### src/rtl/pwm_duty_decoder.sv
// PWM receiver: synchronises pwm_in, measures period and high time between rising edges,
// and derives the duty cycle in percent with a serial restoring divider.
module pwm_duty_decoder #(
    parameter int CNT_W   = 16,
    parameter int TIMEOUT = 50000
) (
    input  logic             clk,
    input  logic             rst,
    input  logic             pwm_in,
    output logic [6:0]       duty_pct,
    output logic [CNT_W-1:0] period_cnt,
    output logic [CNT_W-1:0] high_cnt,
    output logic             duty_valid,
    output logic             stuck,
    output logic             overrun
);

    localparam int NW = CNT_W + 7;
    localparam int IW = $clog2(NW);
    localparam logic [CNT_W-1:0] TO_VAL  = CNT_W'(TIMEOUT);
    localparam logic [IW-1:0]    LAST_IT = IW'(NW - 1);

    typedef enum logic [1:0] {IDLE, MEASURE, DIVIDE} state_t;

    state_t           state;
    logic             sync1, sync2, sync_prev;
    logic             rise;
    logic [CNT_W-1:0] per_q, hi_q;
    logic [CNT_W-1:0] div_per, div_hi;
    logic [NW-1:0]    div_num;
    logic [CNT_W:0]   div_rem;
    logic [IW-1:0]    div_it;

    logic [CNT_W:0]   rem_sh, rem_nx;
    logic             q_bit;
    logic [NW-1:0]    quot;
    logic [6:0]       duty_clamped;
    logic [NW-1:0]    num_load;

    assign rise = sync2 & ~sync_prev;

    // One restoring-divide step; the quotient bits shift into the low end of div_num.
    always_comb begin
        rem_sh       = {div_rem[CNT_W-1:0], div_num[NW-1]};
        q_bit        = (rem_sh >= {1'b0, div_per});
        rem_nx       = q_bit ? (rem_sh - {1'b0, div_per}) : rem_sh;
        quot         = {div_num[NW-2:0], q_bit};
        duty_clamped = (quot > NW'(100)) ? 7'd100 : quot[6:0];
        num_load     = {7'b0, hi_q} * NW'(100);
    end

    // NOTE: every register here uses non-blocking assignment so all updates in a cycle
    // see the same pre-edge values; the divider registers are reset too so an aborted
    // divide leaves nothing behind.
    always_ff @(posedge clk or posedge rst) begin
        if (rst) begin
            state      <= IDLE;
            sync1      <= 1'b0;
            sync2      <= 1'b0;
            sync_prev  <= 1'b0;
            per_q      <= '0;
            hi_q       <= '0;
            div_per    <= '0;
            div_hi     <= '0;
            div_num    <= '0;
            div_rem    <= '0;
            div_it     <= '0;
            duty_pct   <= '0;
            period_cnt <= '0;
            high_cnt   <= '0;
            duty_valid <= 1'b0;
            stuck      <= 1'b0;
            overrun    <= 1'b0;
        end else begin
            sync1      <= pwm_in;
            sync2      <= sync1;
            sync_prev  <= sync2;
            duty_valid <= 1'b0;

            // Counters include the edge cycle itself, so they restart at 1.
            if (rise) begin
                per_q <= CNT_W'(1);
                hi_q  <= CNT_W'(1);
            end else begin
                if (per_q != '1)
                    per_q <= per_q + CNT_W'(1);
                hi_q <= hi_q + CNT_W'(sync2);
            end

            case (state)
                IDLE: begin
                    if (rise) begin
                        state <= MEASURE;
                    end else if (per_q == TO_VAL) begin
                        duty_pct   <= sync2 ? 7'd100 : 7'd0;
                        period_cnt <= '0;
                        high_cnt   <= '0;
                        duty_valid <= 1'b1;
                        stuck      <= 1'b1;
                        per_q      <= CNT_W'(1);
                    end
                end
                MEASURE: begin
                    if (rise) begin
                        div_per <= per_q;
                        div_hi  <= hi_q;
                        div_num <= num_load;
                        div_rem <= '0;
                        div_it  <= '0;
                        state   <= DIVIDE;
                    end else if (per_q == TO_VAL) begin
                        duty_pct   <= sync2 ? 7'd100 : 7'd0;
                        period_cnt <= '0;
                        high_cnt   <= '0;
                        duty_valid <= 1'b1;
                        stuck      <= 1'b1;
                        per_q      <= CNT_W'(1);
                        state      <= IDLE;
                    end
                end
                DIVIDE: begin
                    // An edge here loses its period; the counters above still restart.
                    if (rise)
                        overrun <= 1'b1;
                    div_rem <= rem_nx;
                    div_num <= quot;
                    div_it  <= div_it + IW'(1);
                    if (div_it == LAST_IT) begin
                        duty_pct   <= duty_clamped;
                        period_cnt <= div_per;
                        high_cnt   <= div_hi;
                        duty_valid <= 1'b1;
                        stuck      <= 1'b0;
                        state      <= MEASURE;
                    end
                end
                default: state <= IDLE;
            endcase
        end
    end

endmodule
### config.mk
export PLATFORM = sky130hd
export DESIGN_NAME = pwm_duty_decoder
export DESIGN_NICKNAME = d
export VERILOG_FILES = /design/src/rtl/pwm_duty_decoder.sv
export SDC_FILE = /design/constraint.sdc
export NUM_CORES = 1
export LEC_CHECK = 0
export CORE_UTILIZATION = 61
export CTS_CLUSTER_SIZE = 28
export DETAILED_ROUTE_END_ITERATION = 10
export GPL_TIMING_DRIVEN = 0
export PLACE_DENSITY = 0.87
export SLEW_MARGIN = 10
export SYNTH_ARGS = -nofsm -noshare
export SYNTH_HDL_FRONTEND = slang
export SYNTH_SLANG_ARGS = --single-unit
export TNS_END_PERCENT = 5
### constraint.sdc
create_clock -name clk -period 8.1 [get_ports clk]
set_clock_uncertainty 0.1 [all_clocks]
set_input_delay 2.025 -clock clk [delete_from_list [all_inputs] [get_ports clk]]
set_output_delay 2.025 -clock clk [all_outputs]
set_load 0.005 [all_outputs]
# [Word level (Yosys, flattened, before mapping)]
# Index checks and enable logic that the tools add are counted.
[classes] n_mux=38 multipliers=1 n_addsub=4 bitwise_logic=2 eq_ne=11 reduce_logical=9 order_cmp=2
[ops] op="2-to-1 mux 16 bit" count=12
[ops] op="one-hot mux 16 bit (2 select lines)" count=3
[ops] op="one-hot mux 23 bit (2 select lines)" count=1
[ops] op="2-to-1 mux 7 bit" count=5
[ops] op="> comparator 23 x 7 -> 1 bit, second input constant" count=1
[ops] op="2-to-1 mux 23 bit" count=1
[ops] op="multiplier 16 x 5 -> 21 bit, second input constant" count=1
[ops] op=">= comparator 17 x 16 -> 1 bit" count=1
[ops] op="adder 16 x 1 -> 16 bit" count=1
[ops] op="adder 16 x 1 -> 16 bit, second input constant" count=1
[ops] op="== test 16 bit, second input constant" count=1
[ops] op="inequality test 16 bit, second input constant" count=1
[ops] op="subtractor 16 bit" count=1
[ops] op="one-hot mux 7 bit (2 select lines)" count=1
[ops] op="one-hot mux 5 bit (2 select lines)" count=1
[ops] op="2-to-1 mux 2 bit" count=4
[ops] op="inequality test 2 bit, second input constant" count=4
[ops] op="2-to-1 mux 1 bit" count=6
[ops] op="one-hot mux 2 bit (3 select lines)" count=1
[ops] op="AND reduction 2 bit" count=3
[ops] op="adder 5 x 1 -> 5 bit, second input constant" count=1
[ops] op="== test 5 bit, second input constant" count=1
[ops] op="2-to-1 mux 5 bit" count=1
[ops] op="one-hot mux 1 bit (2 select lines)" count=2
[ops] op="other kinds (11)" count=12
[word_totals] in_bits=3 regBits=155

# [Depth between registers and ports, before layout]
# Gate-level depths: netlist (run 1).
[logic_depth] word_depth=6 ltp_mapped=13 mapped_depth_nobuf=13

# [Least setup slack after synthesis (run 1)]
# Ideal clock, no wire load.
[synth_path] path_type="reg2reg" start="register hi_q[2]" end="register div_num[22]" stages_incl_launch_ff=14 setup_time_ps=136 arrival_ps=3047 slack_ps=4817 n_path_buf=0 t_required_ps=7864 synth_period_minus_slack_ps=3283 cell_sequence="dfrtp_1 -> ha_1 -> ha_1 -> inv_1 -> fa_1 -> inv_1 -> ha_1 -> a211oi_1 -> o31ai_2 -> nand4_1 -> a31oi_1 -> a221o_1 -> xnor2_1 -> o21ai_0"
[synth_between] elab_chain_len=3
[synth_rtl] element="from (decl)" line_no="28" source="logic [CNT_W-1:0] per_q, hi_q;"
[synth_rtl] element="from (signal assigned)" line_no="87" source="hi_q <= hi_q + CNT_W'(sync2);"
[synth_rtl] element="multiplier 16 x 5 -> 21 bit" line_no="49" source="num_load = {7'b0, hi_q} * NW'(100);"
[synth_rtl] element="2-to-1 mux 23 bit" line_no="104" source="if (rise) begin"
[synth_rtl] element="one-hot mux 23 bit (2 select lines)" line_no="90" source="case (state)"
[synth_rtl] element="to (signal assigned)" line_no="107" source="div_num <= num_load;"
[synth_rtl] element="to (signal assigned)" line_no="126" source="div_num <= quot;"
[synth_rtl] element="to (decl)" line_no="30" source="logic [NW-1:0] div_num;"
# Every way passes these cells. The select of a mux whose other input is x is not followed.
# A chain may end at the register's enable or synchronous reset.

# [Final worst setup path (run 1)]
[layout_path] start="register hi_q[3]" end="register div_num[20]"
# The elaborated chain is that of the path after synthesis.

==> impl_metrics.csv, run 1 <==
group,metric,value,unit
global_route,grt_max_degree,84,
layout,fillers,952,
global_route,grtUsageTotal,30.86,%
clock_network,cts_max_level,4,
placement,place.gp.congestion,0.8930,
placement,dp_hpwl,14.83,mm
clock_network,clockBufferDepth,2,
synthesis,synth_edf_count,0,
synthesis,ys_types,66,
clock_network,cts_sinks,155,
setup_path,cp.depth,13,
placement,place_inst,1137,
clock_network,cts-root-buf,"clkbuf_16",
synthesis,synth_area_per_cell,9.636,um2
timing,fmax,259.6,MHz
timing,setup-violations-final,0,
floorplanning,die_y,122.0,um
timing,hold_ws,0.2842,ns
route,drt-total-wl,21.61,mm
setup_path,crit_required,8.28,ns
run,drv_cap,0,
layout,multi_input_area,0.004457,mm2
global_route,grt_pass1_wl,34.96,mm
layout,antenna-diode-count,0,
setup_path,timing.rr.end,"div_num[20]",
setup_path,cp_max_fo,5,
setup_path,endpoint,"div_num[20]",
layout,layout_common_cells,"dfrtp_1, nand2_1, inv_1",
synthesis,synth_ff_type,"dfrtp_1",
outcome,status,"finished clean",
route,firstDrtPassIters,7,
clock_network,cts_setup_buffers,0,
worst_hold_path,whs_path_depth,0,
clock_network,ctsHoldBuffers,0,
pwr,irDropWorstVdd,0.1999,mV
setup_path,slowest_stage,"fa_1",
setup_path,r2r-start,"hi_q[3]",
setup_path,cp.arrival,4.03,ns
worst_hold_path,hp-class,"reg -> reg",
global_route,grt_pass1_vias,7049,
timing,fin_crit,3.853,ns
synthesis,synthTopCellsByArea,"dfrtp_1, ha_1, nand2_1",
clock_network,cts_tree,"yes",
pwr,p_leak,4.841,nW
timing,slew_violations,0,
synthesis,yosysWarnings,0,
synthesis,ys_seq_elements,155,
clock_network,clkTransAtPathRegs,0.06,ns
clock_network,clock_latency,0.43,ns
global_route,gr-total-overflow,0,
route,drt.antenna.violating_nets,0,
floorplanning,start_util,62.83,%
floorplanning,rows,43,
synthesis,yosys.area.top_type_share,44.13,%
synthesis,yosysSeqAreaShare,44.13,%
timing,hold_viol,0,
layout,fin_cells,1167,
setup_path,rrSetupSlack,4.25,ns
synthesis,netlist_instances,912,
route,wire_per_inst,18.52,um
setup_path,cp_common_cell,"ha_1",
setup_path,worstSetupStartpoint,"hi_q[3]",
synthesis,synth_nets,1002,
route,vias_per_cell,6.236,
setup_path,critPathLaunchType,"flop",
clock_network,cts_resized,0,
clock_network,cts-buffers-inserted,17,
floorplanning,die_width,122.0,um
layout,final_area,0.01012,mm2
layout,ff_latch_area,0.003879,mm2
setup_path,r2r_cells,13,
setup_path,critPathBufInv,2,
synthesis,synth_area,0.008788,mm2
setup_path,crit_type,"reg -> reg",
synthesis,async_flop_share,100.0,%
setup_path,endpoint_kind,"flop",
setup_path,crit_family,"adder cells",
synthesis,yosysTopAreaCell,"dfrtp_1",
route,drt_iter0_markers,653,
placement,dpl_cell_area,0.009489,mm2
pwr,power.density,295.2,mW/mm2
timing,tightestPinTransition,0.7303,ns
timing,rsz0062_at_grt,"false",
global_route,antenna_found_initial,0,
placement,io_buffer_count,44,
setup_path,slowest_delay,0.51,ns
layout,syn_to_final_growth,15.11,%
timing,max_slew_margin,51.31,%
layout,nNetsFinal,1066,
route,vias,7277,
floorplanning,core_area,0.01399,mm2
route,drc,0,
layout,drive_above_1_share,5.268,%
floorplanning,dieArea,0.01489,mm2
setup_path,cp_cell_sequence,"ha_1, ha_1, inv_1, fa_1, inv_1, ha_1, o21ai_0, o31ai_2, nand4_1, a31oi_1, a41o_1, xnor2_1, o21ai_0",
layout,final_common_cell,"dfrtp_1",
floorplanning,ios,45,
timing,fin_crit_sh,47.56,%
worst min-delay path by stage:
| stage | endpoint | start |
|---|---|---|
| detailed placement | sync2 | sync1 |
| finish | sync2 | sync1 |
| floorplan | sync2 | sync1 |
| global route | sync2 | sync1 |
| CTS | sync2 | sync1 |
| global placement | sync2 | sync1 |
cell usage after synthesis (all sizes together) (3+ instances only):
cell	count
dfrtp	155
nand2	105
o21ai	88
inv	83
ha	75
nor2	56
nand3	37
xnor2	30
a21oi	26
clkbuf	25
a22o	20
xor2	17
a22oi	15
nand2b	13
fa	12
nand4	12
nor2b	12
and3	11
nor3	11
nor4	10
a21o	9
buf	9
mux2i	9
or3	7
o211ai	6
o21a	5
a31oi	4
or2	4
a211o	3
and2	3
and4b	3
o31ai	3
or4	3
layer usage:
layer	global-route usage (%)	up-vias	part of all wire [%]
met1	41.52	3553	42
met3	6.273	69	7.2
li1	-	3294	-
met5	0	-	0
met2	48.48	361	47
met4	13.19	0	3.3
power breakdown:
group	internal [mW]	leakage, nW	switching (mW)
Sequential	0.902	2.09	0.126
Combinational	0.452	2.45	0.647
Clock	0.543	0.303	0.315
cell type report:
| cell class | instances | area share (%) |
|---|---|---|
| Multi-Input combinational cell | 640 | 44.06 |
| Sequential cell | 155 | 38.34 |
| Clock inverter | 11 | 1.917 |
| Timing Repair Buffer | 45 | 4.626 |
| Clock buffer | 19 | 4.280 |
| Buffer | 34 | 1.398 |
| Inverter | 83 | 3.154 |
| Tap cell | 180 | 2.226 |
kinds of logic after synthesis:
logic type,after synthesis,share of synthesized area [%]
AOI/OAI and AO/OA,203,15.13
and+or+nand+nor,292,16.20
xor gates and xnor gates,47,4.684
muxes,11,1.281
adders and majority gates,87,13.41
buffers and inverters,117,5.154
DFF,155,44.13
state kept, by name, summed over array words and instances (netlist names), 2 cells and up:
| register | count |
|---|---|
| div_num | 23 |
| per_q | 16 |
| div_it | 5 |
| state | 2 |
| div_per | 16 |
| duty_pct | 7 |
| div_hi | 16 |
| div_rem | 16 |
| high_cnt | 16 |
| period_cnt | 16 |
| hi_q | 16 |
per-stage QoR:
step	util (%)	power, mW	setup slack [ns]	setup TNS (ns)
CTS	72.32	2.961	4.273	0
global placement	67.59	2.044	-0.1193	-17.30
detailed placement	67.84	2.089	4.377	0
finish	72.32	2.986	4.247	0
global route	72.32	3.135	4.095	0
floorplan	-	1.821	1.797	0
Note: power is estimated with default switching activity, not from simulation.
==> run 2, diff against run 1 <==
==> constraint.sdc (replaced) <==
create_clock -name clk -period 3.7 [get_ports clk]
set_clock_uncertainty 0.1 [all_clocks]
set_input_delay 0.925 -clock clk [delete_from_list [all_inputs] [get_ports clk]]
set_output_delay 0.925 -clock clk [all_outputs]
set_load 0.005 [all_outputs]
==> run 2 against run 1 <==
Power is 120% higher. Die area is the same. Hold slack worse by 0.012 ns. Combinational power rose by 120%. Critical endpoint is now div_num[22]. Highest routed layer unchanged.
==> impl_metrics.csv, run 2 (synthesized netlist as in run 1, its figures left out) <==
group,metric,value,unit
outcome,status,"finished clean",
clock_network,cts-root-buf,"clkbuf_16",
setup_path,cp_common_cell,"ha_1",
layout,largest-register,"div_num",
setup_path,slowest_delay,0.50,ns
setup_path,cp_cell_sequence,"ha_1, ha_1, inv_1, fa_1, inv_1, ha_1, o21ai_0, o31ai_2, nand4_1, a31oi_4, a221o_1, xnor2_1, o21ai_0",
clock_network,ctsHoldBuffers,0,
layout,antenna-diode-count,0,
setup_path,crit_family,"adder cells",
setup_path,r2r_cells,13,
global_route,grt_pass1_wl,35.23,mm
clock_network,cts_sinks,155,
setup_path,rrSetupSlack,0.1,ns
layout,layout_common_cells,"dfrtp_1, nand2_1, inv_1",
run,drv_cap,0,
setup_path,worstSetupStartpoint,"hi_q[3]",
pwr,p_leak,4.851,nW
layout,multi_input_area,0.004487,mm2
setup_path,critPathLaunchType,"flop",
setup_path,r2r-start,"hi_q[3]",
placement,dp_hpwl,15.36,mm
floorplanning,start_util,62.83,%
clock_network,cts_max_level,4,
worst_hold_path,holdCritStartpoint,"sync1",
worst_hold_path,hp-class,"reg -> reg",
route,drc,0,
clock_network,cts_tree,"yes",
setup_path,cp.arrival,3.80,ns
setup_path,endpoint,"div_num[22]",
placement,place.gp.congestion,0.9128,
timing,fin_crit,3.604,ns
timing,setup-violations-final,0,
timing,max_slew_margin,53.10,%
global_route,grtUsageTotal,31.18,%
route,drt.antenna.violating_nets,0,
layout,syn_to_final_growth,15.90,%
route,wire_per_inst,18.66,um
setup_path,critPathBufInv,2,
floorplanning,dieArea,0.01489,mm2
global_route,grt_max_degree,41,
timing,fmax,277.5,MHz
setup_path,crit_type,"reg -> reg",
floorplanning,rows,43,
floorplanning,ios,45,
layout,fin_util,72.82,%
route,drt_iter0_markers,774,
clock_network,clock_latency,0.43,ns
setup_path,endpoint_kind,"flop",
global_route,grt_pass1_vias,6980,
layout,fillers,919,
layout,drive_above_1_share,6.244,%
layout,ff_latch_area,0.003879,mm2
pwr,irDropWorstVdd,0.4054,mV
pwr,power.density,638.1,mW/mm2
clock_network,cts-buffers-inserted,17,
setup_path,slowest_stage,"fa_1",
timing,fin_crit_sh,97.40,%
layout,largest_reg_flops,23,
route,drt-total-wl,21.89,mm
pwr,p_total,6.500,mW
timing,hold_ws,0.2725,ns
timing,tightestPinTransition,0.7009,ns
setup_path,cp.depth,13,
layout,final_common_cell,"dfrtp_1",
floorplanning,core_area,0.01399,mm2
route,vias,7244,
clock_network,clockBufferDepth,2,
floorplanning,die_y,122.0,um
global_route,gr-total-overflow,0,
placement,io_buffer_count,44,
setup_path,timing.rr.end,"div_num[22]",
global_route,antenna_found_initial,0,
route,vias_per_cell,6.176,
setup_path,cp_max_fo,5,
setup_path,crit_required,3.89,ns
floorplanning,die_width,122.0,um
timing,rsz0062_at_grt,"true",
clock_network,clkTransAtPathRegs,0.06,ns
layout,nNetsFinal,1070,
timing,hold_viol,0,
route,firstDrtPassIters,5,
timing,slew_violations,0,
## run 2: cell types whose count changed in the layout (fill, tap and decap cells not counted), sizes merged
cell      change
buf           +4
bufinv        -2
clkinvlp      +4
## run 2: stage by stage
stage	TNS (ns)	cells	instance area [um2]	setup WS, ns
CTS	0	1172	10150	0.008760
global placement	-77.29	1136	9458	-0.5103
global route	-0.002068	1173	10190	-0.002068
finish	0	1173	10190	0.09605
detailed placement	0	1140	9538	0.05098
floorplan	0	912	8792	0.4170
## run 2: repair_timing
item,4_1_cts,5_1_grt
pin swaps,0,1
gates resized for setup,1,5
setup endpoints to repair,2,5
setup buffers,0,1
## run 2: layout make-up
type	instances	area share (%)
clock inverter	13	1.646
timing repair buffer	49	5.184
multi-input combinational	640	44.05
buffer	34	1.388
inverter	83	3.095
sequential	155	38.08
tap	180	2.211
clock buffer	19	4.348
## run 2: worst min path at each step
| stage | slack, ns | depth (start not counted) | end |
|---|---|---|---|
| final | 0.27 | 0 | sync2 |
| after global routing | 0.29 | 0 | sync2 |
| after CTS | 0.28 | 0 | sync2 |
| after detailed placement | 0.25 | 0 | sync2 |
| after global placement | 0.24 | 0 | sync2 |
| after floorplan | 0.23 | 0 | sync2 |
## run 2: power breakdown
group | switching [mW] | internal, mW
Clock | 0.717 | 1.08
Combinational | 1.44 | 1.01
Sequential | 0.281 | 1.98
## run 2: metal layers
metal | GRT usage [%] | wire length, um
met5 | 0 | 0
met4 | 11.42 | 614
met3 | 7.772 | 1641
met2 | 48.48 | 10240
met1 | 42.23 | 9392
## run 2: worst register-to-register path, stage by stage, from the launching register on
cell and delay [ns]:
dfrtp_1 0.46, ha_1 0.33, ha_1 0.27, inv_1 0.05
fa_1 0.50, inv_1 0.04, ha_1 0.36, o21ai_0 0.28
o31ai_2 0.12, nand4_1 0.18, a31oi_4 0.13, a221o_1 0.35
xnor2_1 0.21, o21ai_0 0.10
